--- src/rtl/serial_subtractor.sv ---
// Bit-serial A-B-BIN, LSB first, one borrow FF; signed overflow flag under SERIAL_SUB_OVF_EN.
// Latency: WIDTH SHIFT cycles after accept, then DONE until taken.
// Backpressure: result held in DONE while out_ready=0; no new operands accepted until handoff.
module serial_subtractor #(
  parameter int WIDTH = 8
) (
  input  logic             clk,
  input  logic             rst_n,
  input  logic             in_valid,
  output logic             in_ready,
  input  logic [WIDTH-1:0] a,
  input  logic [WIDTH-1:0] b,
  input  logic             bin,
  output logic             out_valid,
  input  logic             out_ready,
  output logic [WIDTH-1:0] diff,
  output logic             bout,
  output logic             ovf
);

  localparam int CW = (WIDTH > 1) ? $clog2(WIDTH) : 1;

  typedef enum logic [1:0] {IDLE, SHIFT, DONE} state_t;

  state_t           state, state_nxt;
  logic [WIDTH-1:0] a_sr, b_sr, diff_q;
  logic [CW-1:0]    cnt;
  logic             borrow, bout_q;
  logic             x, y, d, borrow_nxt, last_step, accept, handoff;

  assign in_ready  = (state == IDLE) && rst_n;
  assign out_valid = (state == DONE);
  assign diff      = diff_q;
  assign bout      = bout_q;

  always_comb begin
    x          = a_sr[0];
    y          = b_sr[0];
    d          = x ^ y ^ borrow;
    borrow_nxt = (~x & y) | (~(x ^ y) & borrow);
    last_step  = (cnt == CW'(WIDTH - 1));
    accept     = in_valid && in_ready;
    handoff    = out_valid && out_ready;
  end

  always_comb begin
    state_nxt = state;
    case (state)
      IDLE:    if (accept) state_nxt = SHIFT;
      SHIFT:   if (last_step) state_nxt = DONE;
      DONE:    if (handoff) state_nxt = IDLE;
      default: state_nxt = IDLE;
    endcase
  end

  always_ff @(posedge clk or negedge rst_n) begin
    if (!rst_n) state <= IDLE;
    else        state <= state_nxt;
  end

  // a_sr doubles as the result shift register: each step consumes a_sr[0]
  // and inserts the new difference bit at the MSB.
  always_ff @(posedge clk or negedge rst_n) begin
    if (!rst_n) begin
      a_sr   <= '0;
      b_sr   <= '0;
      cnt    <= '0;
      borrow <= 1'b0;
      diff_q <= '0;
      bout_q <= 1'b0;
    end else begin
      case (state)
        IDLE: begin
          if (accept) begin
            a_sr   <= a;
            b_sr   <= b;
            borrow <= bin;
            cnt    <= '0;
          end
        end
        SHIFT: begin
          a_sr   <= {d, a_sr[WIDTH-1:1]};
          b_sr   <= {1'b0, b_sr[WIDTH-1:1]};
          borrow <= borrow_nxt;
          cnt    <= last_step ? '0 : cnt + 1'b1;
          if (last_step) begin
            diff_q <= {d, a_sr[WIDTH-1:1]};
            bout_q <= borrow_nxt;
          end
        end
        default: ;
      endcase
    end
  end

`ifdef SERIAL_SUB_OVF_EN
  logic a_msb, b_msb, ovf_q;

  // On the last step d is the result sign bit.
  always_ff @(posedge clk or negedge rst_n) begin
    if (!rst_n) begin
      a_msb <= 1'b0;
      b_msb <= 1'b0;
      ovf_q <= 1'b0;
    end else if (accept) begin
      a_msb <= a[WIDTH-1];
      b_msb <= b[WIDTH-1];
    end else if ((state == SHIFT) && last_step) begin
      ovf_q <= (a_msb != b_msb) && (d != a_msb);
    end
  end

  assign ovf = ovf_q;
`else
  assign ovf = 1'b0;
`endif

endmodule

--- config.mk ---
export PLATFORM = sky130hd
export DESIGN_NAME = serial_subtractor
export DESIGN_NICKNAME = d
export VERILOG_FILES = /design/src/rtl/serial_subtractor.sv
export SDC_FILE = /design/constraint.sdc
export NUM_CORES = 1
export LEC_CHECK = 0
export BUFFER_PORTS_ARGS = -buffer_cell sky130_fd_sc_hd__buf_2
export CAP_MARGIN = 10
export CORE_ASPECT_RATIO = 0.9
export CORE_UTILIZATION = 52
export DETAILED_ROUTE_END_ITERATION = 10
export GPL_TIMING_DRIVEN = 0
export PLACE_DENSITY_LB_ADDON = 0.08
export SYNTH_ARGS = -nofsm -noshare
export SYNTH_HDL_FRONTEND = slang
export SYNTH_SLANG_ARGS = --single-unit
--- constraint.sdc ---
create_clock -name clk -period 1.97 [get_ports clk]
set_input_delay 0 -clock clk [delete_from_list [all_inputs] [get_ports clk]]
set_output_delay 0 -clock clk [all_outputs]
set_load 0.005 [all_outputs]
* After elaboration in Yosys (flattened, before gate mapping)
Cells that the tools add are included.
Word-level totals: input port bits 21, bits in registers 31, output and inout bits 12, word-level logic and storage cells 42
Cells by class: muxes and demuxes 13, bitwise gates (word level) 7, reduce and logical (&&, ||, !) cells 8, add/sub/neg operators 1, eq/ne operators 6
Operator list (number):
- 8-bit case mux with 2 select lines | 2
- 8-bit two-way mux | 2
- 2-bit two-way mux | 3
- 3-bit two-way mux | 2
- 2-bit case mux with 3 select lines | 1
- 3-bit case mux with 2 select lines | 1
- 2-bit != test (second input constant) | 2
- 2-bit AND reduction | 2
- 3-bit by 1-bit adder with 3-bit output (second input constant) | 1
- 3-bit == test (second input constant) | 1
- 1-bit logical AND | 3
- 3-bit AND reduction | 1
- 1-bit bitwise AND | 2
- 2-bit by 1-bit == test with 1-bit output (second input constant) | 1
- 2-bit == test (second input constant) | 1
- 2-bit zero test | 1
- 2-bit by 1-bit != test with 1-bit output (second input constant) | 1
- 1-bit inverter | 2
- 1-bit case mux with 2 select lines | 1
- 2-bit nonzero test | 1
- 1-bit bitwise XOR | 2
- 1-bit two-way mux | 1
- 1-bit OR | 1

* Longest topological paths before layout
Gate-level depths: netlist (run 1).
word-level depth 5, depth in mapped cells 6, gate-level depth less buffers 5

* Worst setup path before layout (run 1)
OpenSTA, ideal clock, no wires.
kind flip-flop to flip-flop, start point register cnt[0], end point register diff_q[1], in the netlist diff[1], required time 1.845 ns, setup time 0.125 ns, path slack 0.453 ns, arrival 1.393 ns, path buffers 1, stages on the path, launching flop included 6, clock period less this slack 1.517 ns, cells stage by stage dfrtp_1 > ha_1 > ha_1 > nand3b_1 > buf_2 > mux2_2
On the way: longest elaborated chain between the ends 2
RTL lines:
- start: declaration | line 27 | logic [CW-1:0] cnt;
- start signal: assignment | line 85 | cnt <= last_step ? '0 : cnt + 1'b1;
- 3-bit == test | line 41 | last_step = (cnt == CW'(WIDTH - 1));
- 2-bit AND reduction (no source line)
- end signal: assignment | line 87 | diff_q <= {d, a_sr[WIDTH-1:1]};
- end: declaration | line 26 | logic [WIDTH-1:0] a_sr, b_sr, diff_q;
No other way between the ends. A chain may end at the register's enable or synchronous reset.

* Worst setup path in the final report (run 1)
start point register cnt[0], end point register diff_q[2], in the netlist diff[2]
Same word-level chain as after synthesis.

==> metrics, run 1 <==
Setup Skew roughly 0.0066 ns; Hold Fails Final Rpt 0; DPL Wire Length about 1700 µm; Worst Path Max Fanout 10; GRT Max-Usage Layer met2; PortBufs 31; Netlist Area Pre-Place around 1400 µm²; Die Y ~50 µm; largest net degree at the start of global routing 35; GR Layer Usage met2 about a third; f_max approximately 600 MHz; Hold/Removal Path Class input pin to flip-flop; CP required 2.20 ns; Routed WL about 2600 µm; status finished clean; vias in the first global route approximately 930; setup TNS 0 ns; total power around 2400 µW; CTS H-tree lvls 2; VDD IR max between 0.9 and 1 mV; Fillers 189; final period utilization about 86%; Pre-antenna DRT Iters 4; CTS Buf Count 5; CP endpoint kind flip-flop; grt met3 use approximately 5.4%; Yosys cell types 27; critical path data arrival time 1.93 ns; core region area ~2500 µm²; WL per Instance 14.04 µm; Post-synth EDFFs 0; Iter 0 DRT Violations 33; Final Wtd Congestion between 0.7 and 0.8; Final nets between 150 and 200; Mapped Nets 130; Vias just under 1,000; grt total ovfl 0; post-layout min period approximately 1.7 ns; area of the multi-input gates between 500 and 600 µm²; later-pin clock latency in the skew report about 0.34 ns; total track usage a little over a fifth; Ant. Diodes 0; final setup fails 0; Crit Path Category flip-flop to flip-flop; P&R area growth vs syn 27.72%; Mean Syn Cell Area 12.90 µm²; Synth Warn # 0; Longest Clk Path Bufs 2; CP Launch Type flip-flop; RSZ-0062 raised after global routing no; clock-pin slew on the worst setup and hold paths 0.09 ns; routed vias/inst 5.227; PD cells ~1400 nW/µm²; Root Buffer clkbuf_4; Final Max Slew Viols 0; share of synthesized area occupied by flip-flops and latches 56.72%; max-cap violations 0; met1 Track Usage GR a little over a quarter; register bit count reported by yosys 31; DRC Markers 0; clk sinks 31; share of flip-flops with an asynchronous set or reset 100.0%; final hold slack ~0.0074 ns; first-pass GRT wire length roughly 4300 µm; Die X around 56 µm; die area 2839 µm²; # IOs 33; Cells after Synth about 110; initial antenna violation count 0; Sequential Area approximately 780 µm²; CTS tree built; layout cell share with drive strength beyond 1 about two fifths; Top FF cell, synth dfrtp_1; Setup Fix Bufs, Post-CTS 0; row count 17; Post-DRT Antenna Nets 0; leakage dissipation between 0.0008 and 0.0009 µW; initial core utilization 55.43%
[cells in the final DEF (no fill, tap or decap), types with 2 or more instances in the layout]
cell           netlist  final
o221a_2             11     11
a22o_1               3      3
buf_2                4     34
ha_1                 2      2
dfrtp_1             31     31
a222oi_1             3      3
dlygate4sd3_1        0     13
mux2_2               8      8
inv_1               10     10
nor2_1               2      2
nand2_1              2      2
nand2b_1            13     13
o21ai_0              2      2
clkbuf_4             0      6
[repair_timing]
item	in CTS	in global routing
endpoints found under the hold margin	43	0
endpoints found under the setup margin	0	2
gates resized for setup	0	1
hold buffers	13	0
[kinds of logic (layout without fill, tap and decap cells)]
logic type | Yosys count | after routing | synth area share (%)
buffers and inverters | 16 | 67 | 5.581
adder cells (fa/ha/maj) | 3 | 3 | 3.293
AO/OA/AOI/OAI | 24 | 24 | 16.93
multiplexers | 8 | 8 | 6.588
flip-flops | 31 | 31 | 56.72
other | 1 | 1 | 0.2742
AND/OR/NAND/NOR | 23 | 23 | 10.61
[path summary, 6_finish.rpt]
check	depth (start not counted)	from	end	slack (ns)
worst max register to register	5	cnt[0]$_DFFE_PN0P_	diff[2]$_DFFE_PN0P_	0.27
min in group asynchronous	2	rst_n	diff[5]$_DFFE_PN0P_	0.17
worst min-delay path	3	a[3]	a_sr[3]$_DFFE_PN0P_	0.007
worst min register to register	2	bout$_DFFE_PN0P_	bout$_DFFE_PN0P_	0.49
max in group asynchronous	2	rst_n	cnt[1]$_DFFE_PN0P_	1.48
worst max-delay path	5	cnt[0]$_DFFE_PN0P_	diff[2]$_DFFE_PN0P_	0.27
[where the power goes]
group	total (µW)	internal, µW	switching (µW)
clock network	380	165	215
logic	956	544	413
registers	1110	934	174
[metrics by stage]
| step | utilization (%) | instances | instance area (µm²) | setup WS [ns] |
|---|---|---|---|---|
| 4_1_cts | 70.69 | 185 | 1744 | 0.1544 |
| 3_3_place_gp | 63.13 | 165 | 1558 | 0.2962 |
| 2_1_floorplan | - | 106 | 1368 | 0.4525 |
| 3_5_place_dp | 63.13 | 165 | 1558 | 0.2636 |
| 5_1_grt | 70.79 | 185 | 1747 | 0.1984 |
| 6_report | 70.79 | 185 | 1747 | 0.2669 |
[Yosys cell counts (2+ instances only)]
| cell | n | share of area (%) |
|---|---|---|
| a22o_1 | 3 | 1.9 |
| dfrtp_1 | 31 | 57 |
| buf_2 | 4 | 1.5 |
| ha_1 | 2 | 1.8 |
| nor2_1 | 2 | 0.55 |
| nand2_1 | 2 | 0.55 |
| nand2b_1 | 13 | 5.9 |
| o221a_2 | 11 | 9.1 |
| o21ai_0 | 2 | 0.73 |
| inv_1 | 10 | 2.7 |
| a222oi_1 | 3 | 2.2 |
| mux2_2 | 8 | 6.6 |
[final cells by class]
class                   count  area share (%)
clock buffers               6           2.937
flip-flops and latches     31           44.41
inverters                  10           2.149
plain buffers               6           2.221
well taps                  28           2.006
clock inverters             1          0.2865
multi-input cells          59           29.51
repair buffers             44           16.48
[routing by layer]
metal  vias to the layer above  share of wire, %
met5                         -                 0
met4                         0               2.4
met3                         8               4.7
met2                        32                44
met1                       445                49
li1                        482                 -
[flip-flops by register name, summed over array words and instances (netlist names)]
name,flops
a_sr,8
b_sr,8
borrow,1
bout,1
cnt,3
diff,8
state,2
[critical path, stage by stage, from the launching register on]
cell and delay [ns]:
dfrtp_1 0.40, ha_1 0.20, ha_1 0.21, nand3b_1 0.13, buf_2 0.27, mux2_2 0.37
Power figures use the tool's default switching activity.
==> inputs of run 2 (changes only) <==
CTS_BUF_LIST = sky130_fd_sc_hd__clkbuf_8 sky130_fd_sc_hd__clkbuf_16   (was unset)
==> run 2 against run 1 <==
  * Clock skew increased by 0.0015 ns
  * First-iteration DRC count up 15%
  * Non-clock buffer count decreased by 5
  * Utilization shrank 0.76 points
  * Largest power group unchanged
  * Largest cell class unchanged
  * Cell count fell by 2.7%
==> metrics, run 2 (synthesis results as in run 1) <==
status finished clean (unchanged); P&R area growth vs syn 26.35% (was 27.72%); setup TNS 0 ns (unchanged); first-pass GRT wire length 4298 µm (was 4347 µm); later-pin clock latency in the skew report 0.28 ns (was 0.34 ns); CP required 2.13 ns (was 2.20 ns); Die X 56.06 µm (unchanged); Crit Path Category flip-flop to flip-flop (unchanged); PortBufs 31 (unchanged); RSZ-0062 raised after global routing no (unchanged); Final Wtd Congestion 0.7125 (unchanged); CP startpoint cnt[0]$_DFFE_PN0P_ (unchanged); critical path data arrival time 1.88 ns (was 1.93 ns); initial core utilization 55.43% (unchanged); most frequent cells in the layout buf_2 (34), dfrtp_1 (31), nand2b_1 (13), o221a_2 (11), inv_1 (10) (was buf_2 (34), dfrtp_1 (31), nand2b_1 (13), dlygate4sd3_1 (13), o221a_2 (11)); R2R Path Start cnt[0]$_DFFE_PN0P_ (unchanged); initial antenna violation count 0 (unchanged); total track usage 21.43% (was 21.26%); post-layout min period 1.716 ns (was 1.703 ns); fin area 1728 µm² (was 1747 µm²); most common cell after layout, fill and taps aside buf_2 (unchanged); Root Buffer clkbuf_8 (was clkbuf_4); FF-to-FF path depth 5 (unchanged); Longest Clk Path Bufs 2 (unchanged); Final nets 176 (was 181); Setup Skew 0.008107 ns (was 0.006590 ns); # IOs 33 (unchanged); Pre-antenna DRT Iters 4 (unchanged); final period utilization 87.10% (was 86.45%); PD cells 1484 nW/µm² (was 1399 nW/µm²); leakage dissipation 0.0008310 µW (was 0.0008389 µW); Final Max Slew Viols 0 (unchanged); CTS tree built (unchanged); cell area after placement 1558 µm² (unchanged); WL per Instance 14.38 µm (was 14.04 µm); final setup fails 0 (unchanged); Ant. Diodes 0 (unchanged); die area 2839 µm² (unchanged); Vias 957 (was 967); f_max 582.8 MHz (was 587.2 MHz); Min-Delay Path Depth 3 (unchanged); Worst Path Max Fanout 10 (unchanged); layout cell share with drive strength beyond 1 42.76% (was 41.40%); DPL Wire Length 1698 µm (unchanged); Hold/Removal Path Class input pin to flip-flop (unchanged); clock-pin slew on the worst setup and hold paths 0.06 ns (was 0.09 ns); CTS Buf Count 5 (unchanged); grt total ovfl 0 (unchanged); Hold Fails Final Rpt 0 (unchanged); max-cap violations 0 (unchanged); CP endpoint kind flip-flop (unchanged); largest net degree at the start of global routing 35 (unchanged); routed vias/inst 5.317 (was 5.227); vias in the first global route 899 (was 934); Post-DRT Antenna Nets 0 (unchanged); CP Launch Type flip-flop (unchanged); Routed WL 2589 µm (was 2598 µm); Hold Path Origin a[1] (was a[3]); CTS H-tree lvls 2 (unchanged); core region area 2467 µm² (unchanged); row count 17 (unchanged); DRC Markers 0 (unchanged); clk sinks 31 (unchanged); VDD IR max 1.081 mV (was 0.9964 mV); Die Y 50.65 µm (unchanged); Iter 0 DRT Violations 38 (was 33)
## run 2: where the power goes
group	internal, µW	switching [µW]	total (µW)
registers	937	177	1110
logic	538	418	956
clock network	273	220	493
## run 2: cell type report
class / count / area, µm²
Tap cell: 28 / 35.03
Inverter: 10 / 37.54
Fill cell: 185 / 739.5
Clock inverter: 1 / 5.005
Buffer: 6 / 38.79
Sequential cell: 31 / 775.7
Multi-Input combinational cell: 59 / 515.5
Clock buffer: 6 / 82.58
Timing Repair Buffer: 39 / 237.7
## run 2: path summary, 6_finish.rpt
| kind | end | slack (ns) |
|---|---|---|
| setup / recovery | diff[2]$_DFFE_PN0P_ | 0.25 |
| hold / removal | a_sr[1]$_DFFE_PN0P_ | 0.06 |
| setup reg to reg | diff[2]$_DFFE_PN0P_ | 0.25 |
| hold reg to reg | bout$_DFFE_PN0P_ | 0.49 |
| max in group asynchronous | state[0]$_DFFE_PN0P_ | 1.41 |
| min in group asynchronous | diff[5]$_DFFE_PN0P_ | 0.24 |
## run 2: through the flow
step | total power, µW | cells | hold slack (ns) | utilization, % | setup WS [ns]
final | 2564 | 180 | 0.06168 | 70.03 | 0.2542
after global routing | 2751 | 180 | 0.06279 | 70.03 | 0.1557
after CTS | 2585 | 180 | 0.05733 | 69.93 | 0.07188
after detailed placement | 2074 | 165 | 0.09349 | 63.13 | 0.2636
after global placement | 2033 | 165 | 0.09792 | 63.13 | 0.2962
after floorplan | 1774 | 106 | -0.2956 | - | 0.4525
## run 2: per-layer routing
metal  vias up  track usage (%)  share of wire (%)
met5         -                0                  0
met2        24            32.94                 45
met3         6            9.278                4.4
li1        473                -                  -
met4         0            8.537                1.5
met1       454            26.73                 49
## run 2: worst max-delay path, stage by stage, from the launching register on
cell and delay [ns]:
dfrtp_1 0.39, ha_1 0.21, ha_1 0.21, nand3b_1 0.14
buf_2 0.28, mux2_2 0.38
## run 2: repair_timing
item                                    CTS  global route
buffers inserted                          0             0
resized for setup                         0             1
hold buffers                              8             0
endpoints found under the setup margin    0             4
endpoints found under the hold margin    38             0
